## config.mk

```make
export PLATFORM = sky130hd
export DESIGN_NAME = irq_controller
export DESIGN_NICKNAME = d
export VERILOG_FILES = /design/src/rtl/irq_controller.sv
export SDC_FILE = /design/constraint.sdc
export NUM_CORES = 1
export LEC_CHECK = 0
export CAP_MARGIN = 25
export CORE_ASPECT_RATIO = 2
export CORE_UTILIZATION = 40
export DETAILED_ROUTE_END_ITERATION = 8
export GPL_TIMING_DRIVEN = 0
export HOLD_SLACK_MARGIN = 0.03
export PLACE_DENSITY = 0.71
export SLEW_MARGIN = 20
export SYNTH_ARGS = -nofsm -noshare
export SYNTH_HDL_FRONTEND = slang
export SYNTH_SLANG_ARGS = --single-unit
```

## constraint.sdc

```tcl
create_clock -name clk -period 1.4 [get_ports clk]
set_input_delay 0.28 -clock clk [delete_from_list [all_inputs] [get_ports clk]]
set_output_delay 0.28 -clock clk [all_outputs]
set_load 0.005 [all_outputs]
```

## src/rtl/irq_controller.sv

```systemverilog
// Interrupt responder for the microcode sequencer: synchronises IRQ lines, latches
// rising edges as pending requests and runs the vector-fetch / acknowledge handshake.
//
// state     | meaning
// IDLE      | no request in service; int_pending may assert
// SERVICING | vector latched, waiting for ctrl_int_ack
module irq_controller #(
    parameter int          NBR_IRQS        = 8,
    parameter logic [7:0]  SPURIOUS_VECTOR = 8'h10
) (
    input  logic                clk,
    input  logic                arst,
    input  logic [NBR_IRQS-1:0] irq_in,
    input  logic                irq_en,
    input  logic [7:0]          z_bus,
    input  logic                ctrl_irq_masks_wrt,
    input  logic                ctrl_int_vector_wrt,
    input  logic                ctrl_int_ack,
    input  logic                ctrl_clear_all_ints,
    output logic                int_pending,
    output logic [7:0]          int_vector,
    output logic [NBR_IRQS-1:0] irq_masks,
    output logic [NBR_IRQS-1:0] irq_status,
    output logic                in_service
);

    typedef enum logic {IDLE, SERVICING} state_t;

    state_t              state, state_next;
    logic [NBR_IRQS-1:0] s1, s2, s3;
    logic [NBR_IRQS-1:0] pending;
    logic [NBR_IRQS-1:0] rise;
    logic [NBR_IRQS-1:0] req;
    logic [NBR_IRQS-1:0] ack_mask;
    logic [2:0]          idx;
    logic [2:0]          active_idx;
    logic [7:0]          vector_next;
    logic                load_vector;
    logic                ack_clear;

    assign rise = s2 & ~s3;
    assign req  = pending & irq_masks;

    // Lowest index wins: scan downwards so the last hit is the lowest set bit.
    always_comb begin
        idx = '0;
        for (int i = NBR_IRQS - 1; i >= 0; i--) begin
            if (req[i]) idx = i[2:0];
        end
    end

    assign vector_next = (req != '0) ? {4'b0000, idx, 1'b0} : SPURIOUS_VECTOR;
    assign ack_mask    = {{(NBR_IRQS-1){1'b0}}, 1'b1} << active_idx;

    always_comb begin
        state_next  = state;
        load_vector = 1'b0;
        ack_clear   = 1'b0;
        case (state)
            IDLE: begin
                if (!ctrl_int_vector_wrt) begin
                    load_vector = 1'b1;
                    if (req != '0) state_next = SERVICING;
                end
            end
            SERVICING: begin
                if (ctrl_int_ack) begin
                    ack_clear  = 1'b1;
                    state_next = IDLE;
                end
            end
            default: state_next = IDLE;
        endcase
        // Clear-all overrides the transition but the vector still latches pre-clear req.
        if (ctrl_clear_all_ints) state_next = IDLE;
    end

    always_ff @(posedge clk or posedge arst) begin
        if (arst) begin
            state      <= IDLE;
            s1         <= '0;
            s2         <= '0;
            s3         <= '0;
            pending    <= '0;
            irq_masks  <= '0;
            int_vector <= '0;
            active_idx <= '0;
        end else begin
            state <= state_next;
            s1    <= irq_in;
            s2    <= s1;
            s3    <= s2;
            if (ctrl_clear_all_ints)
                pending <= '0;
            else if (ack_clear)
                pending <= (pending & ~ack_mask) | rise;
            else
                pending <= pending | rise;
            if (!ctrl_irq_masks_wrt)
                irq_masks <= z_bus;
            if (load_vector) begin
                int_vector <= vector_next;
                if (req != '0) active_idx <= idx;
            end
        end
    end

    assign int_pending = irq_en & (req != '0) & (state == IDLE);
    assign in_service  = (state == SERVICING);
    assign irq_status  = pending;

endmodule

```

==> results of run 1 <==
registers in the layout, indices dropped and copies added, names as in the netlist:
name / flops
s1: 8
irq_status: 8
s3: 8
int_vector: 4
irq_masks: 8
s2: 8
active_idx: 3
in_service: 1
layout by cell type (no fill, tap or decap), types with 2 or more instances in the layout:
master / instances
o21ai_0: 6
o31ai_1: 2
nand2_1: 8
a21oi_1: 13
clkdlybuf4s50_1: 20
dlygate4sd2_1: 19
dfrtp_2: 3
clkbuf_8: 5
nand2b_1: 10
a22oi_2: 2
buf_6: 4
buf_4: 24
clkbuf_1: 2
conb_1: 4
nor3b_1: 2
o21ai_1: 2
dfrtp_1: 45
mux2_2: 8
a22o_1: 2
cells in the mapped netlist (2+ instances only):
library cell | instances | share of area
nor2_1 | 3 | 0.0064
a22oi_2 | 2 | 0.014
inv_1 | 2 | 0.0043
a21oi_1 | 13 | 0.037
o31ai_1 | 2 | 0.0085
a22o_1 | 2 | 0.0099
nand2_1 | 8 | 0.017
mux2_2 | 8 | 0.051
buf_4 | 4 | 0.017
nor3b_1 | 2 | 0.0085
dfrtp_1 | 48 | 0.68
o21ai_1 | 2 | 0.0057
nand2b_1 | 10 | 0.035
o21ai_0 | 6 | 0.017
cells by family after synthesis:
group / Yosys count / share of synthesized area
and+or+nand+nor: 28 / 0.0894
buffers and inverters: 8 / 0.0255
other: 1 / 0.00213
AOI/OAI and AO/OA: 35 / 0.145
muxes: 9 / 0.0568
DFF: 48 / 0.681
stage by stage:
step	setup TNS [ps]	worst slack [ps]	total power (µW)	hold slack, ps
finish	-737	-232	2960	292
global route	-1150	-270	3120	316
detailed placement	-3160	-385	2150	336
global placement	-794	-359	2120	333
CTS	-596	-261	2940	354
floorplan	0	122	1880	310
layer usage:
metal	up-vias	part of all wire
met3	18	0.034
li1	595	-
met1	621	0.33
met5	-	0
met2	52	0.57
met4	0	0.065
how the worst max path moves through the flow:
| stage | start | cells past startpoint | end |
|---|---|---|---|
| 6_report | irq_status[5] | 5 | int_pending |
| 5_1_grt | irq_masks[3] | 5 | int_pending |
| 4_1_cts | irq_masks[5] | 5 | int_pending |
| 3_5_place_dp | irq_status[5] | 5 | int_pending |
| 3_3_place_gp | irq_status[5] | 5 | int_pending |
| 2_1_floorplan | irq_status[5] | 4 | active_idx[1] |
area by class of cell:
| cell class | instances | area [µm²] |
|---|---|---|
| fillers | 333 | 1600 |
| flip-flops and latches | 48 | 1200 |
| repair buffers | 67 | 609 |
| multi-input cells | 76 | 566 |
| clock buffers | 6 | 72.6 |
| well taps | 52 | 65.1 |
| plain buffers | 6 | 37.5 |
| inverters | 2 | 11.3 |
| clock inverters | 1 | 5.00 |
repair_timing:
action	CTS	global route
setup buffers	20	4
pin swaps	3	5
setup endpoints to repair	24	11
resized for setup	33	7
gates cloned	0	0
critical path, cell delays in order, from the launching register on:
cell,delay (ps)
dfrtp_1,400
a22o_1,260
nand2b_4,170
nor2_4,70
nor3b_1,40
buf_2,120
power breakdown:
group / switching [µW] / internal [µW]
Sequential: 110 / 1520
Combinational: 261 / 344
Clock: 392 / 339
==> flow_summary.rst, run 1 <==
.. list-table::
   :header-rows: 1

   * - Metric
     - Value
   * - First-pass GRT wire length
     - 6.10 mm
   * - Top Usage Layer GRT
     - met2
   * - Violated checks
     - setup timing
   * - Number of register bits inferred by synthesis
     - 48
   * - Shortest clock period the worst path allows after layout
     - about 1600 ps
   * - Global placement routability congestion
     - around 0.87
   * - CTS tree
     - yes
   * - Antenna violations before repair
     - 0
   * - Post-route insts no fill
     - 258
   * - Final Setup Violations
     - 9
   * - Leakage
     - approximately 0.0012 µW
   * - Crit share post-route
     - 1.17
   * - GR Layer Usage met1
     - 0.167
   * - Run status
     - finished with violations
   * - Number of nets still failing antenna checks after routing
     - 0
   * - Worst r2r src
     - irq_status[5]
   * - Final global-route overflow total
     - 0
   * - Setup slack on the worst flop-to-flop path
     - -120 ps
   * - Number of max-capacitance violations reported
     - 0
   * - Distinct cells, synth
     - 31
   * - Starting density of the core
     - 0.423
   * - Overall global routing resource usage
     - 0.179
   * - Post-synthesis sequential area ratio
     - 0.681
   * - Dpl hpwl
     - around 2.5 mm
   * - Most used flip-flop cell after synthesis
     - dfrtp_1
   * - I/O pin count
     - 49
   * - Total number of vias
     - 1286
   * - Number of global-route vias before repair
     - between 1000 and 1500
   * - Cell count of the worst reg-to-reg path
     - 5
   * - Routed WL
     - approximately 3.8 mm
   * - Layout cell share with drive strength beyond 1
     - 0.291
   * - Area after DPL
     - 0.00226 mm²
   * - Max VDD drop
     - between 1 and 1.5 mV
   * - DRC violation count after routing
     - 0
   * - Cell area after layout
     - 0.00257 mm²
   * - Data arrival at the endpoint of the critical path
     - about 1400 ps
   * - Clock tree skew after final layout
     - 6.45 ps
   * - Data required time at the worst endpoint
     - about 1100 ps
   * - Timing-limited maximum frequency
     - between 600 and 700 MHz
   * - Vias per Instance
     - roughly 5
   * - RSZ-0062 raised after global routing
     - yes
   * - Final core area utilization
     - 0.617
   * - Number of standard cells after synthesis
     - between 100 and 150
   * - Number of enable-type register cells in the synthesized netlist
     - 0
   * - Floorplan Core Area
     - around 0.0042 mm²
   * - Async set-reset flop share out of synthesis
     - 1.00
   * - Cell area after synthesis
     - 0.00176 mm²
   * - Depth of the CTS H-tree
     - 2
   * - Number of slew-limit violations in the final report
     - 0
   * - DRC violation total after the first TritonRoute iteration
     - 16
   * - Worst-case setup margin in the final layout
     - -232 ps
   * - Clock edge transition at the registers on the reported setup and hold paths
     - 80 ps
   * - Number of synthesis warnings
     - 0
   * - Post-CTS Hold Buffers
     - 0
   * - Critical path capture point type
     - output pin
   * - Worst-path fanout max
     - 2
   * - Crit path kind
     - reg -> out
   * - Root buf cell
     - clkbuf_8
   * - Rows
     - 33
   * - Power density normalized to cell area
     - approximately 1200 mW/mm²
   * - Maximum number of pins on one net before global-route repair
     - a little under 50
   * - Classification of the worst-slack hold path
     - in -> async
   * - Horizontal die dimension
     - roughly 49 µm
   * - Routed wire length per instance
     - approximately 15 µm
   * - Global-route met3 utilization
     - 0.0316
   * - Die Height
     - roughly 96 µm
   * - Maximum clock insertion buffer count
     - 2
   * - Antenna Diode Count
     - 0
   * - Clock net sink count
     - 48
   * - Area of the die
     - about 0.0047 mm²
   * - Final hold viol count
     - 0
   * - # port buffers
     - between 40 and 50
   * - Pre-Repair DR Iteration Count
     - 6
   * - Met2 usage in global routing
     - 0.331
   * - Total CTS buffers
     - 5
   * - CP startpoint kind
     - flop
   * - Skew-Pair Late Insertion Delay
     - between 200 and 300 ps
   * - Synthesized area per cell
     - ~14 µm²
   * - Placed Cells incl. Taps
     - 226
   * - Nets@finish
     - 229
   * - Layout Area Growth over Synthesis
     - 45.8%
   * - Endpoint of the most critical register-to-register path
     - active_idx[1]
Note: power is estimated with default switching activity, not from simulation.
==> run 2: changes to the inputs <==
--- a/config.mk
+++ b/config.mk
@@ -7,11 +7,10 @@
 export LEC_CHECK = 0
 export CAP_MARGIN = 25
 export CORE_ASPECT_RATIO = 2
-export CORE_UTILIZATION = 40
+export CORE_UTILIZATION = 35
 export DETAILED_ROUTE_END_ITERATION = 8
 export GPL_TIMING_DRIVEN = 0
 export HOLD_SLACK_MARGIN = 0.03
-export PLACE_DENSITY = 0.71
 export SLEW_MARGIN = 20
 export SYNTH_ARGS = -nofsm -noshare
 export SYNTH_HDL_FRONTEND = slang
==> constraint.sdc (replaced) <==
create_clock -name clk -period 1.7 [get_ports clk]
set_input_delay 0.34 -clock clk [delete_from_list [all_inputs] [get_ports clk]]
set_output_delay 0.34 -clock clk [all_outputs]
set_load 0.005 [all_outputs]
==> flow_summary.rst, run 2 (same netlist as run 1, synthesis figures left out) <==
.. list-table::
   :header-rows: 1

   * - Metric
     - Value
   * - Post-CTS Hold Buffers
     - 0
   * - Crit path kind
     - reg -> out
   * - Classification of the worst-slack hold path
     - in -> async
   * - Part of the power in registers
     - 0.509
   * - Total number of vias
     - around 1200
   * - Transition at the pin with the smallest max-transition slack
     - approximately 530 ps
   * - Die Height
     - ~100 µm
   * - Critical path capture point type
     - output pin
   * - Data arrival at the endpoint of the critical path
     - between 1000 and 1500 ps
   * - Routed met1 length
     - 1.26 mm
   * - Total CTS buffers
     - 5
   * - Routed WL
     - about 3.8 mm
   * - # port buffers
     - 42
   * - Number of max-capacitance violations reported
     - 0
   * - Power density normalized to cell area
     - approximately 1100 mW/mm²
   * - Floorplan Core Area
     - approximately 0.0049 mm²
   * - Worst r2r src
     - irq_status[1]
   * - First-pass GRT wire length
     - ~6 mm
   * - Number of slew-limit violations in the final report
     - 0
   * - DRC violation count after routing
     - 0
   * - Clock edge transition at the registers on the reported setup and hold paths
     - ~90 ps
   * - Nets@finish
     - approximately 220
   * - Leakage
     - about 0.0011 µW
   * - Post-route insts no fill
     - 251
   * - I/O pin count
     - 49
   * - Switching power as a share of total power
     - 0.243
   * - Global placement routability congestion
     - about 0.8
   * - Horizontal die dimension
     - about 52 µm
   * - Final Setup Violations
     - 1
   * - Placed Cells incl. Taps
     - 232
   * - Run status
     - finished with violations
   * - Dpl hpwl
     - about 2.7 mm
   * - Internal power
     - 2000 µW
   * - DRC violation total after the first TritonRoute iteration
     - 28
   * - CTS tree
     - yes
   * - Max_slew headroom
     - 0.645
   * - Longest individual stage delay on the worst path
     - 420 ps
   * - Number of nets still failing antenna checks after routing
     - 0
   * - Antenna Diode Count
     - 0
   * - Sw Pwr
     - between 600 and 700 µW
   * - Max VDD drop
     - 0.653 mV
   * - Worst setup path start
     - irq_status[1]
   * - Vias per Instance
     - just under 5
   * - Total met3 wirelength after detailed routing
     - 161 µm
   * - Depth of the CTS H-tree
     - 2
   * - Final global-route overflow total
     - 0
   * - Most common cell after layout, fill and taps aside
     - dfrtp_1
   * - CP Buf/Inv Count
     - 1
   * - Root buf cell
     - clkbuf_8
   * - Clock net sink count
     - 48
   * - Crit-path slowest cell
     - dfrtp_1
   * - Maximum number of pins on one net before global-route repair
     - 34
   * - Shortest clock period the worst path allows after layout
     - ~1700 ps
   * - Number of global-route vias before repair
     - roughly 1300
   * - Area of the die
     - around 0.0053 mm²
   * - Final hold viol count
     - 0
   * - Total met2 wirelength after detailed routing
     - 2.18 mm
   * - Rows
     - 36
   * - Routed wire length per instance
     - approximately 15 µm
   * - Final core area utilization
     - 0.515
   * - Worst-path fanout max
     - 2
   * - Most used cells in the layout excluding fill and tap cells
     - dfrtp_1, clkdlybuf4s50_1, buf_4, a21oi_1, nand2b_1
   * - Series of cell instances along the critical path
     - a22oi_2 -> nand2_2 -> nor2_2 -> nor3b_1 -> buf_2
   * - RSZ-0062 raised after global routing
     - yes
   * - Post-Place Worst Slack
     - -117 ps
   * - Skew-Pair Late Insertion Delay
     - 290 ps
   * - Timing-limited maximum frequency
     - 585 MHz
   * - Data required time at the worst endpoint
     - between 1000 and 1500 ps
   * - Worst-case setup margin in the final layout
     - -8.39 ps
   * - Part of the power in the clock network
     - 0.314
   * - Maximum clock insertion buffer count
     - 2
   * - Antenna violations before repair
     - 0
   * - Crit share post-route
     - 1.00
   * - Highest routed metal layer
     - met4
   * - Layout Area Growth over Synthesis
     - 42.0%
   * - CP startpoint kind
     - flop
   * - Violated checks
     - setup timing
   * - Overall global routing resource usage
     - 0.163
   * - Clock tree skew after final layout
     - 8.45 ps
   * - Pre-Repair DR Iteration Count
     - 4
   * - Starting density of the core
     - 0.362
   * - Layout cell share with drive strength beyond 1
     - 0.227
   * - Gate power share
     - 0.177
   * - Cell class contributing the biggest share of worst-path delay
     - flip-flops
## run 2: worst paths after layout
check / to / slack (ps) / cells after the start
max in group asynchronous: s2[2] / 890 / 3
min in group clk: s2[6] / 350 / 0
worst min register to register: s2[6] / 350 / 0
worst max-delay path: int_pending / -8 / 5
worst max register to register: active_idx[1] / 80 / 6
worst min-delay path: irq_masks[2] / 330 / 2
## run 2: metrics by stage
step	hold slack (ps)	power, µW	TNS [ps]	cell area, µm²
final	328	2640	-8.39	2500
after global routing	347	2790	-193	2500
after CTS	326	2660	-2.03	2470
after detailed placement	335	1780	-117	2290
after global placement	334	1750	-26490	2270
after floorplan	331	1540	0	1770
## run 2: layout make-up
| cell class | count | area [µm²] |
|---|---|---|
| repair buffers | 54 | 527 |
| clock inverters | 2 | 38.8 |
| multi-input cells | 76 | 538 |
| plain buffers | 6 | 37.5 |
| fillers | 448 | 2360 |
| inverters | 2 | 7.51 |
| well taps | 57 | 71.3 |
| flip-flops and latches | 48 | 1200 |
| clock buffers | 6 | 82.6 |
## run 2: power by group through the flow
stage	logic, µW	clock network, µW	registers [µW]
after floorplan	194	0	1350
after global placement	389	0	1360
after detailed placement	406	0	1370
after CTS	451	861	1340
after global routing	517	913	1360
final	468	830	1350
## run 2: per-layer routing
metal / track usage / vias to the layer above
li1: - / 565
met1: 0.153 / 602
met5: 0 / -
met3: 0.0327 / 17
met4: 0.138 / 0
met2: 0.287 / 47
## run 2: what timing repair did
item,CTS,global route
buffers inserted,9,2
pin swaps,3,2
resized for setup,4,4
endpoints found under the setup margin,1,5
==> run 3: changes to the inputs <==
--- a/config.mk
+++ b/config.mk
@@ -11,6 +11,7 @@
 export DETAILED_ROUTE_END_ITERATION = 8
 export GPL_TIMING_DRIVEN = 0
 export HOLD_SLACK_MARGIN = 0.03
+export SKIP_CTS_REPAIR_TIMING = 1
 export SLEW_MARGIN = 20
 export SYNTH_ARGS = -nofsm -noshare
 export SYNTH_HDL_FRONTEND = slang
==> flow_summary.rst, run 3 (same netlist as run 1, synthesis figures left out) <==
.. list-table::
   :header-rows: 1

   * - Metric
     - Value
   * - Clock tree skew after final layout
     - around 8.5 ps
   * - Floorplan Core Area
     - ~0.0049 mm²
   * - Number of nets still failing antenna checks after routing
     - 0
   * - Cell area after layout
     - 0.00247 mm²
   * - Critical path capture point type
     - output pin
   * - Data required time at the worst endpoint
     - 1360 ps
   * - Timing-limited maximum frequency
     - 567 MHz
   * - Power density normalized to cell area
     - between 1000 and 1500 mW/mm²
   * - Crit share post-route
     - 1.04
   * - RSZ-0062 raised after global routing
     - yes
   * - Maximum clock insertion buffer count
     - 2
   * - Final hold viol count
     - 0
   * - Max VDD drop
     - approximately 0.65 mV
   * - Total CTS buffers
     - 5
   * - Root buf cell
     - clkbuf_8
   * - Skew-Pair Late Insertion Delay
     - 290 ps
   * - Data arrival at the endpoint of the critical path
     - ~1400 ps
   * - Classification of the worst-slack hold path
     - in -> async
   * - Most common cell after layout, fill and taps aside
     - dfrtp_1
   * - First-pass GRT wire length
     - 5.58 mm
   * - Maximum number of pins on one net before global-route repair
     - 34
   * - Final TNS setup
     - -63.4 ps
   * - Antenna violations before repair
     - 0
   * - Overall global routing resource usage
     - 0.147
   * - Antenna Diode Count
     - 0
   * - I/O pin count
     - 49
   * - Area of the die
     - 0.00534 mm²
   * - Global placement routability congestion
     - between 0.8 and 0.9
   * - Final Setup Violations
     - 1
   * - Placed Cells incl. Taps
     - roughly 230
   * - Layout cell share with drive strength beyond 1
     - 0.228
   * - Pre-Repair DR Iteration Count
     - 4
   * - Die Height
     - 102 µm
   * - Post-Place Worst Slack
     - -117 ps
   * - Area after DPL
     - 0.00229 mm²
   * - Worst-case setup margin in the final layout
     - -63.4 ps
   * - DRC violation count after routing
     - 0
   * - Clock net sink count
     - 48
   * - DRC violation total after the first TritonRoute iteration
     - 20
   * - Leakage
     - approximately 0.0011 µW
   * - Depth of the CTS H-tree
     - 2
   * - Endpoint of the most critical register-to-register path
     - active_idx[0]
   * - Number of max-capacitance violations reported
     - 0
   * - Layout Area Growth over Synthesis
     - 40.1%
   * - CP startpoint kind
     - flop
   * - Shortest clock period the worst path allows after layout
     - between 1500 and 2000 ps
   * - Number of slew-limit violations in the final report
     - 0
   * - Total number of vias
     - 1189
   * - Final global-route overflow total
     - 0
   * - CTS tree
     - yes
   * - Starting density of the core
     - 0.362
   * - Routed wire length per instance
     - roughly 14 µm
   * - Final core area utilization
     - 0.508
   * - Dpl hpwl
     - approximately 2.7 mm
   * - Crit path kind
     - reg -> out
   * - Horizontal die dimension
     - 52.2 µm
   * - # port buffers
     - 42
   * - Rows
     - 36
   * - Worst setup path start
     - irq_status[5]
   * - Cell count of the worst reg-to-reg path
     - 5
   * - Violated checks
     - setup timing
   * - Worst r2r src
     - irq_masks[1]
   * - Run status
     - finished with violations
   * - Most used cells in the layout excluding fill and tap cells
     - dfrtp_1, clkdlybuf4s50_1, a21oi_1, nand2b_1, buf_4
   * - Clock edge transition at the registers on the reported setup and hold paths
     - approximately 90 ps
   * - Worst-path fanout max
     - 4
   * - Nets@finish
     - around 210
   * - Vias per Instance
     - between 4 and 5
   * - Number of global-route vias before repair
     - 1188
   * - Setup slack on the worst flop-to-flop path
     - 150 ps
   * - Post-route insts no fill
     - 246
   * - Routed WL
     - around 3.5 mm
[run 3: through the flow]
stage / hold WS [ps] / total power (µW)
2_1_floorplan: 331 / 1540
3_3_place_gp: 334 / 1750
3_5_place_dp: 335 / 1780
4_1_cts: 326 / 2620
5_1_grt: 347 / 2770
6_report: 325 / 2620
[run 3: cell type report]
cell class,instances,area (µm²)
Clock buffer,6,82.6
Clock inverter,2,38.8
Timing Repair Buffer,49,487
Fill cell,451,2390
Multi-Input combinational cell,76,541
Tap cell,57,71.3
Inverter,2,7.51
Buffer,6,37.5
Sequential cell,48,1200
[run 3: power breakdown]
group	switching, µW	internal, µW
combinational	175	265
clock	349	480
sequential	103	1250
[run 3: how the worst max path moves through the flow]
stage                    endpoint  slack, ps  depth (start not counted)
floorplan           active_idx[0]        220                          1
finish                int_pending        -60                          5
detailed placement    int_pending       -120                          5
global placement    int_vector[4]       -550                          2
global route          int_pending       -170                          5
CTS                   int_pending       -460                          5
[run 3: metal layers]
metal	track usage	routed length [µm]	vias to the layer above	part of all wire
li1	-	-	555	-
met1	0.149	1190	579	0.33
met2	0.260	2070	47	0.58
met3	0.0313	170	8	0.048
met4	0.0951	118	0	0.033
met5	0	0	-	0
[run 3: critical path: stages, from the launching register on]
cell	delay, ps
dfrtp_1	440
a22o_1	240
nand2b_4	170
nor2_4	110
nor3b_2	50
buf_2	120
